`src/rtl/multicycle_sequencer.sv`:
```
// Main control FSM of the multi-cycle RV32I core: FETCH/DECODE/EXEC/MEM/WB sequencing,
// strobe generation, retired-instruction counting and sticky halt on illegal or bus timeout.
module multicycle_sequencer #(
    parameter int unsigned CNT_W       = 32,
    parameter int unsigned MEM_TIMEOUT = 15
) (
    input  logic             clk,
    input  logic             rst,
    output logic             imem_req,
    input  logic             imem_ack,
    output logic             ir_en,
    input  logic             load,
    input  logic             store,
    input  logic             Jal,
    input  logic             Jalr,
    input  logic             branch_on,
    input  logic             branch_result,
    input  logic             illegal,
    output logic             dmem_req,
    output logic             dmem_we,
    input  logic             dmem_ack,
    output logic             reg_write_en,
    output logic             pc_en,
    output logic [1:0]       pc_sel,
    output logic             halt,
    output logic             bus_err,
    output logic [CNT_W-1:0] instret,
    output logic [2:0]       state
);

    typedef enum logic [2:0] {
        S_FETCH  = 3'd0,
        S_DECODE = 3'd1,
        S_EXEC   = 3'd2,
        S_MEM    = 3'd3,
        S_WB     = 3'd4,
        S_HALT   = 3'd5
    } state_t;

    localparam int unsigned     TO_W    = (MEM_TIMEOUT > 1) ? $clog2(MEM_TIMEOUT) : 1;
    localparam logic [TO_W-1:0] TO_LAST = TO_W'(MEM_TIMEOUT - 1);

    state_t           state_q, state_d;
    logic             load_q, load_d;
    logic             store_q, store_d;
    logic             jal_q, jal_d;
    logic             jalr_q, jalr_d;
    logic             branch_q, branch_d;
    logic             taken_q, taken_d;
    logic [TO_W-1:0]  tcnt_q, tcnt_d;
    logic             bus_err_q, bus_err_d;
    logic [CNT_W-1:0] instret_q, instret_d;

    always_ff @(posedge clk) begin
        if (rst) begin
            state_q   <= S_FETCH;
            load_q    <= 1'b0;
            store_q   <= 1'b0;
            jal_q     <= 1'b0;
            jalr_q    <= 1'b0;
            branch_q  <= 1'b0;
            taken_q   <= 1'b0;
            tcnt_q    <= '0;
            bus_err_q <= 1'b0;
            instret_q <= '0;
        end else begin
            state_q   <= state_d;
            load_q    <= load_d;
            store_q   <= store_d;
            jal_q     <= jal_d;
            jalr_q    <= jalr_d;
            branch_q  <= branch_d;
            taken_q   <= taken_d;
            tcnt_q    <= tcnt_d;
            bus_err_q <= bus_err_d;
            instret_q <= instret_d;
        end
    end

    always_comb begin
        state_d   = state_q;
        load_d    = load_q;
        store_d   = store_q;
        jal_d     = jal_q;
        jalr_d    = jalr_q;
        branch_d  = branch_q;
        taken_d   = taken_q;
        tcnt_d    = tcnt_q;
        bus_err_d = bus_err_q;
        instret_d = instret_q;
        case (state_q)
            S_FETCH: begin
                if (imem_ack) state_d = S_DECODE;
            end
            S_DECODE: begin
                load_d   = load;
                store_d  = store;
                jal_d    = Jal;
                jalr_d   = Jalr;
                branch_d = branch_on;
                taken_d  = branch_result;
                if (illegal || (load && store)) state_d = S_HALT;
                else                            state_d = S_EXEC;
            end
            S_EXEC: begin
                tcnt_d  = '0;
                state_d = (load_q || store_q) ? S_MEM : S_WB;
            end
            S_MEM: begin
                // An ack arriving on the final permitted cycle still completes the access.
                if (dmem_ack) begin
                    state_d = S_WB;
                end else if (tcnt_q == TO_LAST) begin
                    state_d   = S_HALT;
                    bus_err_d = 1'b1;
                end else begin
                    tcnt_d = tcnt_q + TO_W'(1);
                end
            end
            S_WB: begin
                instret_d = instret_q + CNT_W'(1);
                state_d   = S_FETCH;
            end
            S_HALT:  state_d = S_HALT;
            default: state_d = S_HALT;
        endcase
    end

    always_comb begin
        imem_req     = 1'b0;
        dmem_req     = 1'b0;
        dmem_we      = 1'b0;
        reg_write_en = 1'b0;
        pc_en        = 1'b0;
        pc_sel       = 2'b00;
        halt         = 1'b0;
        case (state_q)
            S_FETCH: imem_req = 1'b1;
            S_MEM: begin
                dmem_req = 1'b1;
                dmem_we  = store_q;
            end
            S_WB: begin
                pc_en        = 1'b1;
                reg_write_en = ~store_q & ~branch_q;
                if (jalr_q)                        pc_sel = 2'b10;
                else if (jal_q || (branch_q && taken_q)) pc_sel = 2'b01;
                else                               pc_sel = 2'b00;
            end
            S_HALT:  halt = 1'b1;
            default: ;
        endcase
    end

    assign ir_en   = (state_q == S_FETCH) & imem_ack;
    assign bus_err = bus_err_q;
    assign instret = instret_q;
    assign state   = state_q;

endmodule

```
`config.mk`:
```
export PLATFORM = sky130hd
export DESIGN_NAME = multicycle_sequencer
export DESIGN_NICKNAME = d
export VERILOG_FILES = /design/src/rtl/multicycle_sequencer.sv
export SDC_FILE = /design/constraint.sdc
export NUM_CORES = 1
export LEC_CHECK = 0
export ABC_AREA = 1
export CORE_AREA = 2 2 78 80
export CTS_CLUSTER_DIAMETER = 50
export DETAILED_ROUTE_END_ITERATION = 8
export DIE_AREA = 0 0 80 82
export DONT_BUFFER_PORTS = 1
export PLACE_DENSITY = 0.7
export RECOVER_POWER = 25
export SLEW_MARGIN = 25
export SYNTH_ARGS = -nofsm -noshare
export SYNTH_HDL_FRONTEND = slang
export SYNTH_SLANG_ARGS = --single-unit
```
`constraint.sdc`:
```
create_clock -name clk -period 1.4 [get_ports clk]
set_clock_uncertainty 0.2 [all_clocks]
set_input_delay 0.14 -clock clk [delete_from_list [all_inputs] [get_ports clk]]
set_output_delay 0.14 -clock clk [all_outputs]
set_load 0.05 [all_outputs]
```
==> results.sh <==
export IMPL_multiInputGateArea_mm2=0.00191
export IMPL_core_area_mm2=0.00575
export IMPL_power_density_mw_per_mm2=727
export IMPL_cts_sinks=46
export IMPL_path_clk_slew_ns=0.10
export IMPL_overflow=0
export IMPL_nFillCells=351
export IMPL_final_util=0.787
export IMPL_wirelength_mm=9.63
export IMPL_synthDistinctLibCells=29
export IMPL_firstDrtPassIters=4
export IMPL_syn_to_final_growth_pct=82.2
export IMPL_power_total_w=0.00329
export IMPL_worstPathCellList="inv_6, nand2_4, buf_6, nor2_4, inv_2, nor2_4, buf_12"
export IMPL_drive_above_1_share=0.542
export IMPL_fp_dieH_um=82
export IMPL_internal_power_w=0.00216
export IMPL_cts_htree_levels=2
export IMPL_drv_slew=0
export IMPL_grt_max_degree=15
export IMPL_synth_seq_cells=46
export IMPL_rsz0062_at_grt="true"
export IMPL_synth_edf_count=0
export IMPL_vias=3083
export IMPL_fmax_ghz=0.581
export IMPL_antennaDiodeCount=0
export IMPL_drt_iter0_drc=162
export IMPL_cts_buffer_depth=2
export IMPL_arrival_ns=1.38
export IMPL_nets=519
export IMPL_netlist_instances=374
export IMPL_worstHoldPathType="in -> reg"
export IMPL_portBuffers=0
export IMPL_slew_headroom=0.561
export IMPL_power_leakage_nw=1.89
export IMPL_syn_avg_cell_area_um2=6.63
export IMPL_crit_fanout=4
export IMPL_setup_violations_final=47
export IMPL_worstPathRequired_ns=1.06
export IMPL_worstMarginPinSlew_ns=0.658
export IMPL_status="finished with violations"
export IMPL_p_seq_frac=0.425
export IMPL_p_sw_w=0.00112
export IMPL_cp_common_cell="nor2_4"
export IMPL_route_detailed_drc=0
export IMPL_hp_start="dmem_ack"
export IMPL_violations="negative setup slack"
export IMPL_p_comb_frac=0.301
export IMPL_grt_pass1_vias=3129
export IMPL_clkPwrFrac=0.274
export IMPL_netlist_area_mm2=0.00248
export IMPL_cp_slowest_stage_delay_ns=0.37
export IMPL_r2r_slack_ns=-0.29
export IMPL_critPathKind="reg -> out"
export IMPL_cp_top_family="buffers and inverters"
export IMPL_synth_nets=388
export IMPL_startpoint_type="register"
export IMPL_wire_per_inst_um=16.6
export IMPL_swShare=0.342
export IMPL_hold_end="tcnt_q[1]$_SDFFE_PP0P_"
export IMPL_die_area_mm2=0.00656
export IMPL_worst_slack_ns=-0.321
export IMPL_dp_hpwl_mm=5.51
export IMPL_antenna_left=0
export IMPL_grt_pass1_wl_mm=13.9
export IMPL_r2r_start="state[1]$_SDFFE_PP0P_"
export IMPL_antenna_found_initial=0
export IMPL_initial_core_util=0.432
export IMPL_synth_top_flop_cell="dfxtp_1"
export IMPL_seq_area_frac_synth=0.371
export IMPL_yosysWarningCount=0
export IMPL_numCtsBuffers=5
export IMPL_register_area_mm2=0.00101
export IMPL_via_per_inst=5.31
export IMPL_place_congestion=0.920
export IMPL_finalHoldViolCount=0
export IMPL_ios=56
export IMPL_period_needed_ns=1.72
export IMPL_fin_crit_sh=1.23
export IMPL_crit_buf_inv=4
export IMPL_critical_path_slowest_cell="dfxtp_4"
export IMPL_rows=28
export IMPL_fp_dieW_um=80
export IMPL_async_reset_ff_frac=0
export IMPL_holdPathStages=6
export IMPL_grt_usage=0.270
export IMPL_cp_end_kind="output port"
export IMPL_cts_tree="built"
export IMPL_r2r_cells=9
export IMPL_clkLatencyLatePin_ns=0.31
export IMPL_drv_cap=0
export IMPL_vdd_drop_max_mv=0.713
export IMPL_r2r_end="instret[20]$_SDFFE_PP0P_"
export IMPL_root_buffer="clkbuf_8"
==> flip-flops by register name, summed over array words and instances, names as in the netlist <==
register  flops
instret      32
tcnt_q        4
state         3
branch_q      1
bus_err       1
jal_q         1
jalr_q        1
load_q        1
store_q       1
taken_q       1
==> cell usage in the layout, fill, tap and decap left out, types with 5 or more instances in the layout <==
| cell | Yosys | final |
|---|---|---|
| a21oi_1 | 25 | 21 |
| buf_12 | 0 | 9 |
| buf_4 | 0 | 77 |
| buf_6 | 0 | 19 |
| clkbuf_2 | 0 | 9 |
| clkbuf_8 | 0 | 6 |
| dfxtp_1 | 46 | 11 |
| dfxtp_2 | 0 | 17 |
| dfxtp_4 | 0 | 18 |
| dlygate4sd3_1 | 0 | 10 |
| inv_1 | 49 | 43 |
| nand2_1 | 78 | 63 |
| nand2_2 | 5 | 9 |
| nand2_4 | 0 | 9 |
| nand3_1 | 24 | 5 |
| nand3_2 | 3 | 15 |
| nand3_4 | 3 | 10 |
| nor2_1 | 69 | 53 |
| nor2_4 | 5 | 28 |
| o21ai_2 | 0 | 9 |
==> logic make-up after synthesis <==
logic type	count (synthesis)	share of synthesized area
DFF	46	0.371
AOI/OAI and AO/OA	49	0.104
buffers and inverters	58	0.0933
xor gates and xnor gates	3	0.0106
adders and majority gates	3	0.0151
and+or+nand+nor	215	0.406
==> cell type report <==
cell class	count	share of cell area
multi-input cells	270	0.423
inverters	52	0.0473
clock inverters	2	0.00249
repair buffers	130	0.264
clock buffers	6	0.0183
well taps	75	0.0208
flip-flops and latches	46	0.223
==> cell usage after synthesis (all sizes together), types with 2 or more instances <==
library cell | n | area, µm²
nor3 | 11 | 55.1
ha | 3 | 37.5
nand3b | 2 | 15.0
and3 | 2 | 12.5
dfxtp | 46 | 921
o21a | 2 | 15.0
nor2 | 83 | 372
clkbuf | 3 | 11.3
xor2 | 3 | 26.3
a21oi | 25 | 125
o21ai | 18 | 90.1
inv | 52 | 195
nand3 | 30 | 203
nand4 | 3 | 18.8
nand2 | 83 | 324
buf | 3 | 25.0
==> worst register-to-register path, cell delays in order (launching register included) <==
cell     delay, ns
dfxtp_4       0.37
inv_6         0.09
nand3_4       0.08
buf_6         0.14
nor2_4        0.14
nand3_2       0.13
nor2_4        0.22
buf_4         0.14
nor2_1        0.03
nor2_1        0.08
==> stage by stage <==
stage          cells  hold slack (ns)  area, µm²  worst slack [ns]  TNS (ns)
3_5_place_dp     537          0.00731       3600            -0.195     -2.82
5_1_grt          581            0.172       4520            -0.369    -12.04
2_1_floorplan    374           0.0844       2760            -0.220     -4.54
3_3_place_gp     537          0.00539       3600            -0.110     -1.79
6_report         581            0.146       4520            -0.321     -9.11
4_1_cts          572           0.0506       4190            -0.271    -11.13
==> power groups by stage <==
stage / registers (W) / clock network (W) / logic [W]
after detailed placement: 0.00142 / 0 / 0.000671
after floorplan: 0.00149 / 0 / 0.000378
after global routing: 0.00140 / 0.000941 / 0.00104
after global placement: 0.00142 / 0 / 0.000659
after CTS: 0.00139 / 0.000894 / 0.000821
final: 0.00140 / 0.000900 / 0.000990
==> how the worst max path moves through the flow <==
| stage | start | endpoint | slack (ns) | cells after the start |
|---|---|---|---|---|
| 2_1_floorplan | state[0]$_SDFFE_PP0P_ | ir_en | -0.22 | 5 |
| 3_3_place_gp | state[1]$_SDFFE_PP0P_ | instret[14]$_SDFFE_PP0P_ | -0.11 | 9 |
| 3_5_place_dp | tcnt_q[0]$_SDFFE_PP0P_ | tcnt_q[1]$_SDFFE_PP0P_ | -0.20 | 9 |
| 4_1_cts | state[1]$_SDFFE_PP0P_ | ir_en | -0.27 | 7 |
| 5_1_grt | state[1]$_SDFFE_PP0P_ | instret[24]$_SDFFE_PP0P_ | -0.37 | 9 |
| 6_report | state[1]$_SDFFE_PP0P_ | ir_en | -0.32 | 7 |
==> timing repair <==
| item | 4_1_cts | 5_1_grt |
|---|---|---|
| pin swaps | 34 | 26 |
| endpoints found under the hold margin | 22 | 0 |
| cloned | 0 | 1 |
| gates resized for setup | 67 | 68 |
| endpoints found under the setup margin | 42 | 54 |
| buffers inserted | 16 | 9 |
| hold buffers | 11 | 0 |
==> per-layer routing <==
| metal | vias to the layer above | GRT usage | routed length, µm |
|---|---|---|---|
| met5 | - | 0 | 0 |
| met4 | 0 | 0.127 | 383 |
| met3 | 37 | 0.0604 | 527 |
| met2 | 115 | 0.512 | 5190 |
| met1 | 1478 | 0.282 | 3530 |
| li1 | 1453 | - | - |
No activity file was read; power rests on OpenSTA's default activity.
